`src/rtl/melody_sequencer.sv`:
```
// Programmable note sequencer: a writable note table played at an internal fs tick, with looping, rests and stop.
// Optional articulation gap (note_valid low for the final GAP_TICKS ticks) is enabled by defining SEQ_GAP_EN.
module melody_sequencer #(
    parameter int DEPTH     = 32,
    parameter int PITCH_W   = 5,
    parameter int DUR_W     = 13,
    parameter int FS_DIV    = 125,
    parameter int FS_W      = 7,
    parameter int GAP_TICKS = 200,
    parameter int IW        = $clog2(DEPTH)
) (
    input  logic               clk_i,
    input  logic               rst_ni,
    input  logic               wr_en_i,
    input  logic [IW-1:0]      wr_addr_i,
    input  logic [PITCH_W-1:0] wr_pitch_i,
    input  logic [DUR_W-1:0]   wr_dur_i,
    input  logic [IW-1:0]      last_idx_i,
    input  logic               loop_en_i,
    input  logic               start_i,
    input  logic               stop_i,
    output logic               busy_o,
    output logic [IW-1:0]      note_idx_o,
    output logic [PITCH_W-1:0] pitch_maxval_o,
    output logic               note_valid_o,
    output logic               note_start_o,
    output logic               done_o,
    output logic               state_o
);
    typedef enum logic {S_IDLE = 1'b0, S_PLAY = 1'b1} state_e;

    // Handshake: start_i/stop_i are single-cycle requests sampled every clock; stop wins over start,
    // and start is ignored while playing. Outputs are all registered.

    logic [PITCH_W+DUR_W-1:0] mem_q [DEPTH];

    state_e               state_q, state_d;
    logic [IW-1:0]        idx_q, idx_d;
    logic [IW-1:0]        last_q, last_d;
    logic [PITCH_W-1:0]   pitch_q, pitch_d;
    logic [DUR_W-1:0]     dur_q, dur_d;
    logic [DUR_W-1:0]     dur_cnt_q, dur_cnt_d;
    logic [FS_W-1:0]      fs_cnt_q, fs_cnt_d;
    logic                 busy_q, busy_d;
    logic                 valid_q, valid_d;
    logic                 note_start_q, note_start_d;
    logic                 done_q, done_d;
    logic                 load;
    logic [IW-1:0]        load_idx;
    logic                 tick;
    logic                 in_gap;
    logic [PITCH_W+DUR_W-1:0] rd_entry;
    logic [DUR_W-1:0]     rd_dur;

    // Non-blocking write: a load of the same entry in this cycle still sees the old contents.
    always_ff @(posedge clk_i) begin
        if (wr_en_i) mem_q[wr_addr_i] <= {wr_pitch_i, wr_dur_i};
    end

    assign rd_entry = mem_q[load_idx];
    assign rd_dur   = rd_entry[DUR_W-1:0];
    assign tick     = (fs_cnt_q == FS_W'(FS_DIV - 1));

    always_comb begin
        state_d      = state_q;
        idx_d        = idx_q;
        last_d       = last_q;
        pitch_d      = pitch_q;
        dur_d        = dur_q;
        dur_cnt_d    = dur_cnt_q;
        fs_cnt_d     = fs_cnt_q;
        note_start_d = 1'b0;
        done_d       = 1'b0;
        load         = 1'b0;
        load_idx     = '0;
        case (state_q)
            S_IDLE: begin
                if (start_i && !stop_i) begin
                    state_d  = S_PLAY;
                    last_d   = last_idx_i;
                    load     = 1'b1;
                    load_idx = '0;
                end
            end
            S_PLAY: begin
                if (stop_i) begin
                    state_d   = S_IDLE;
                    pitch_d   = '0;
                    fs_cnt_d  = '0;
                    dur_cnt_d = '0;
                end else begin
                    fs_cnt_d = tick ? '0 : fs_cnt_q + FS_W'(1);
                    if (tick) begin
                        if (dur_cnt_q == dur_q - DUR_W'(1)) begin
                            if (idx_q < last_q) begin
                                load     = 1'b1;
                                load_idx = idx_q + IW'(1);
                            end else if (loop_en_i) begin
                                load     = 1'b1;
                                load_idx = '0;
                            end else begin
                                state_d   = S_IDLE;
                                pitch_d   = '0;
                                fs_cnt_d  = '0;
                                dur_cnt_d = '0;
                                done_d    = 1'b1;
                            end
                        end else begin
                            dur_cnt_d = dur_cnt_q + DUR_W'(1);
                        end
                    end
                end
            end
            default: state_d = S_IDLE;
        endcase
        if (load) begin
            idx_d        = load_idx;
            pitch_d      = rd_entry[PITCH_W+DUR_W-1:DUR_W];
            dur_d        = (rd_dur == '0) ? DUR_W'(1) : rd_dur;
            fs_cnt_d     = '0;
            dur_cnt_d    = '0;
            note_start_d = 1'b1;
        end
        busy_d  = (state_d == S_PLAY);
        valid_d = busy_d && (pitch_d != '0) && !in_gap;
    end

`ifdef SEQ_GAP_EN
    // Gap covers the final GAP_TICKS tick periods of long notes; evaluated on next-state counters.
    assign in_gap = (dur_d > DUR_W'(GAP_TICKS)) && (dur_cnt_d >= dur_d - DUR_W'(GAP_TICKS));
`else
    assign in_gap = 1'b0;
`endif

    always_ff @(posedge clk_i or negedge rst_ni) begin
        if (!rst_ni) begin
            state_q      <= S_IDLE;
            idx_q        <= '0;
            last_q       <= '0;
            pitch_q      <= '0;
            dur_q        <= '0;
            dur_cnt_q    <= '0;
            fs_cnt_q     <= '0;
            busy_q       <= 1'b0;
            valid_q      <= 1'b0;
            note_start_q <= 1'b0;
            done_q       <= 1'b0;
        end else begin
            state_q      <= state_d;
            idx_q        <= idx_d;
            last_q       <= last_d;
            pitch_q      <= pitch_d;
            dur_q        <= dur_d;
            dur_cnt_q    <= dur_cnt_d;
            fs_cnt_q     <= fs_cnt_d;
            busy_q       <= busy_d;
            valid_q      <= valid_d;
            note_start_q <= note_start_d;
            done_q       <= done_d;
        end
    end

    assign busy_o         = busy_q;
    assign note_idx_o     = idx_q;
    assign pitch_maxval_o = pitch_q;
    assign note_valid_o   = valid_q;
    assign note_start_o   = note_start_q;
    assign done_o         = done_q;
    assign state_o        = state_q;
endmodule

```
`config.mk`:
```
export PLATFORM = sky130hd
export DESIGN_NAME = melody_sequencer
export DESIGN_NICKNAME = d
export VERILOG_FILES = /design/src/rtl/melody_sequencer.sv
export SDC_FILE = /design/constraint.sdc
export NUM_CORES = 1
export LEC_CHECK = 0
export BUFFER_PORTS_ARGS = -buffer_cell sky130_fd_sc_hd__buf_4
export CAP_MARGIN = 40
export CORE_MARGIN = 10
export CORE_UTILIZATION = 40
export DETAILED_ROUTE_END_ITERATION = 7
export PLACE_DENSITY = 0.54
export SLEW_MARGIN = 20
export SYNTH_ARGS = -nofsm -noshare
export SYNTH_HDL_FRONTEND = slang
export SYNTH_SLANG_ARGS = --single-unit
```
`constraint.sdc`:
```
create_clock -name clk_i -period 12.1 [get_ports clk_i]
set_input_delay 1.815 -clock clk_i [delete_from_list [all_inputs] [get_ports clk_i]]
set_output_delay 1.815 -clock clk_i [all_outputs]
set_load 0.02 [all_outputs]
```
==> impl_metrics.py <==
metrics = {
    "cts": {
        "htree_levels": 3,
        "cts_resized": 0,
        "postCtsSetupRepairBufs": 0,
        "cts-buffers-inserted": 69,
        "postCtsHoldBufs": 0,
        "clockRootBuffer": "clkbuf_16",
        "path_clk_slew_ns": 0.06,
        "cts_buffer_depth": 3,
        "clk_latency_ns": 0.62,
        "cts_tree": "yes",
        "clkSinkCount": 628,
    },
    "drt": {
        "wl_mm": 80.4,
        "drc": 0,
        "dr.pass1.iters": 5,
        "drt_iter0_markers": 1926,
        "via_per_inst": 5.97,
        "wire_per_inst_um": 30.1,
        "vias": 16000,
        "ant_nets": 0,
    },
    "yosys": {
        "synthTopCellsByArea": "edfxtp_1 67%, dfrtp_1 5.0%, mux4_2 4.6%, mux2i_1 2.9%, nand2_1 2.1%",
        "synthTopCellsByCount": "576 x edfxtp_1, 146 x nand2_1, 102 x nor2_1, 80 x o21ai_0, 76 x mux2i_1",
        "synthArstFlopShare_pct": 8.28,
        "synth_edf_count": 576,
        "synth_area_mm2": 0.0259,
        "syn-mean-instance-area_um2": 15.5,
        "synth_area_leader_cell": "edfxtp_1",
        "synthCells": 1665,
        "synth_fp_nets": 1708,
        "ys_ff_latch": 628,
        "ys_seq_area_share_pct": 71.9,
        "synth.most_common_cell": "edfxtp_1",
        "synthFlopType": "edfxtp_1",
        "synth_warnings": 0,
        "synth_cell_types": 84,
        "netlist.area_leader.share_pct": 66.9,
    },
    "setup_path": {
        "endpoint_kind": "register",
        "worstSetupStartpointType": "register",
        "path_max_fanout": 17,
        "critPathKind": "register to register",
        "cp_data_arrival_time_ns": 5.67,
        "crit_required_ns": 12.58,
    },
    "timing": {
        "period_minus_slack_ns": 5.18,
        "clock-skew-final_ns": 0.0269,
        "setup_tns_ns": 0,
        "slew_headroom_pct": 42.2,
        "setup_viol": 0,
        "rsz0062_at_grt": "no",
        "post-route-period-util_pct": 42.8,
        "fmax_ghz": 0.193,
        "tightest_slew_ns": 0.860,
        "slew_viol_final": 0,
        "finalHoldViolCount": 0,
    },
    "layout": {
        "regArea_mm2": 0.0186,
        "fill_cells": 5617,
        "drive_gt1_share_pct": 19.0,
        "syn_to_final_growth_pct": 16.3,
        "multi_input_area_mm2": 0.00702,
        "nets": 1807,
    },
    "floorplan": {
        "initial_core_util_pct": 40.3,
        "ios": 49,
        "die_y_um": 274,
        "die_x_um": 274,
        "core_area_mm2": 0.0642,
        "rows": 93,
        "die-area_mm2": 0.0752,
    },
    "global_route": {
        "grt.overflow.total": 0,
        "grt.total_usage_pct": 21.4,
        "grt_pass1_wl_mm": 116,
        "grt_pass1_vias": 16000,
        "antenna_found_initial": 0,
        "grt_max_degree": 53,
    },
    "pwr": {
        "powerDensity_mw_per_mm2": 157,
        "ir_drop_mv": 0.121,
        "finalPower_w": 0.00472,
        "leakage_nw": 9.67,
    },
    "hold_path": {
        "min-delay-path-class": "register to register",
    },
    "flow_run": {
        "drv_cap": 0,
    },
    "place": {
        "portBuffers": 48,
        "gp_congestion": 0.869,
        "hpwl_mm": 49.6,
    },
    "status": {
        "outcome": "complete, no violations",
    },
}
==> metal layers <==
layer | vias to the layer above | track usage (%) | part of all wire, %
met3 | 148 | 3.53 | 7.5
li1 | 6784 | - | -
met2 | 740 | 34.4 | 47
met1 | 8281 | 29.4 | 42
met4 | 0 | 6.46 | 3.0
met5 | - | 0 | 0
==> cell families (layout without fill, tap and decap cells) <==
kind of cell | count (synthesis) | in the layout | share of synthesized area [%]
flip-flops | 628 | 628 | 71.9
AND/OR/NAND/NOR | 411 | 411 | 7.63
AO/OA/AOI/OAI | 315 | 315 | 8.31
multiplexers | 153 | 153 | 8.60
buffers and inverters | 111 | 263 | 1.84
XOR/XNOR | 38 | 38 | 1.29
adder cells (fa/ha/maj) | 9 | 9 | 0.435
other | 0 | 1 | 0
==> where the power goes <==
group	switching [W]	internal, W	total (W)
Combinational	0.000166	0.0000849	0.000251
Clock	0.000856	0.00115	0.00201
Sequential	0.0000382	0.00242	0.00246
==> state kept, by name, indices dropped and copies added, names as in the netlist <==
signal / cells
fs_cnt_q: 7
done_o: 1
note_start_o: 1
pitch_maxval_o: 5
note_idx_o: 5
dur_cnt_q: 13
dur_q: 13
mem_q: 576
last_q: 5
busy_o: 1
note_valid_o: 1
==> area by class of cell <==
class,count,share of cell area (%)
Sequential cell,628,61.8
Multi-Input combinational cell,926,23.3
Clock buffer,92,6.20
Timing Repair Buffer,118,3.95
Tap cell,855,3.56
Clock inverter,32,0.824
Inverter,21,0.262
Antenna cell,1,0.00832
==> worst paths after layout <==
kind / from / endpoint / slack [ns] / depth (start not counted)
setup / recovery: dur_q[0] / dur_q[0] / 6.92 / 16
hold / removal: last_q[0] / last_q[0] / 0.51 / 1
setup reg to reg: dur_q[0] / dur_q[0] / 6.92 / 16
hold reg to reg: last_q[0] / last_q[0] / 0.51 / 1
max in group asynchronous: rst_ni / note_idx_o[0] / 10.29 / 1
min in group asynchronous: rst_ni / last_q[1] / 1.27 / 1
==> worst max-delay path, stage by stage (launching register included) <==
cell	delay (ns)
dfrtp_1	0.44
inv_1	0.08
ha_1	0.36
or4b_4	0.55
or4_1	0.50
nand2_1	0.10
a221oi_2	0.10
or4_1	0.53
buf_4	0.24
nor2_2	0.40
buf_4	0.38
o2111ai_1	0.29
a31oi_1	0.27
a2bb2oi_1	0.28
a2bb2oi_1	0.11
and3b_1	0.21
a31o_1	0.21
==> through the flow <==
| step | setup slack, ns | util, % | cell area [µm²] | instances | hold slack (ns) |
|---|---|---|---|---|---|
| 2_1_floorplan | 7.53 | - | 25900 | 1665 | 0.469 |
| 3_3_place_gp | 6.89 | 42.8 | 27500 | 2526 | 0.497 |
| 3_5_place_dp | 6.72 | 43.5 | 27900 | 2545 | 0.500 |
| 4_1_cts | 6.72 | 46.8 | 30000 | 2669 | 0.514 |
| 5_1_grt | 6.67 | 46.8 | 30100 | 2672 | 0.560 |
| 6_report | 6.92 | 46.8 | 30100 | 2673 | 0.510 |
==> cells in the final DEF (no fill, tap or decap), types with 13 or more instances in the layout <==
master,Yosys,layout
buf_4,4,98
o22ai_1,13,13
clkbuf_1,68,20
and3_1,14,14
nor2_1,102,70
dfrtp_1,52,51
mux4_2,53,53
o211ai_1,16,16
mux2i_1,76,76
nand2_1,146,146
inv_1,20,20
a31oi_1,20,19
buf_16,0,13
xnor2_1,19,17
nor2_4,0,18
clkbuf_16,0,71
xor2_1,19,18
edfxtp_1,576,576
nor2_2,1,15
clkinv_1,0,16
nor3_1,31,30
a21oi_1,51,51
nand3_1,40,39
mux2_2,24,24
o21ai_0,80,80
No activity file was read; power rests on OpenSTA's default activity.
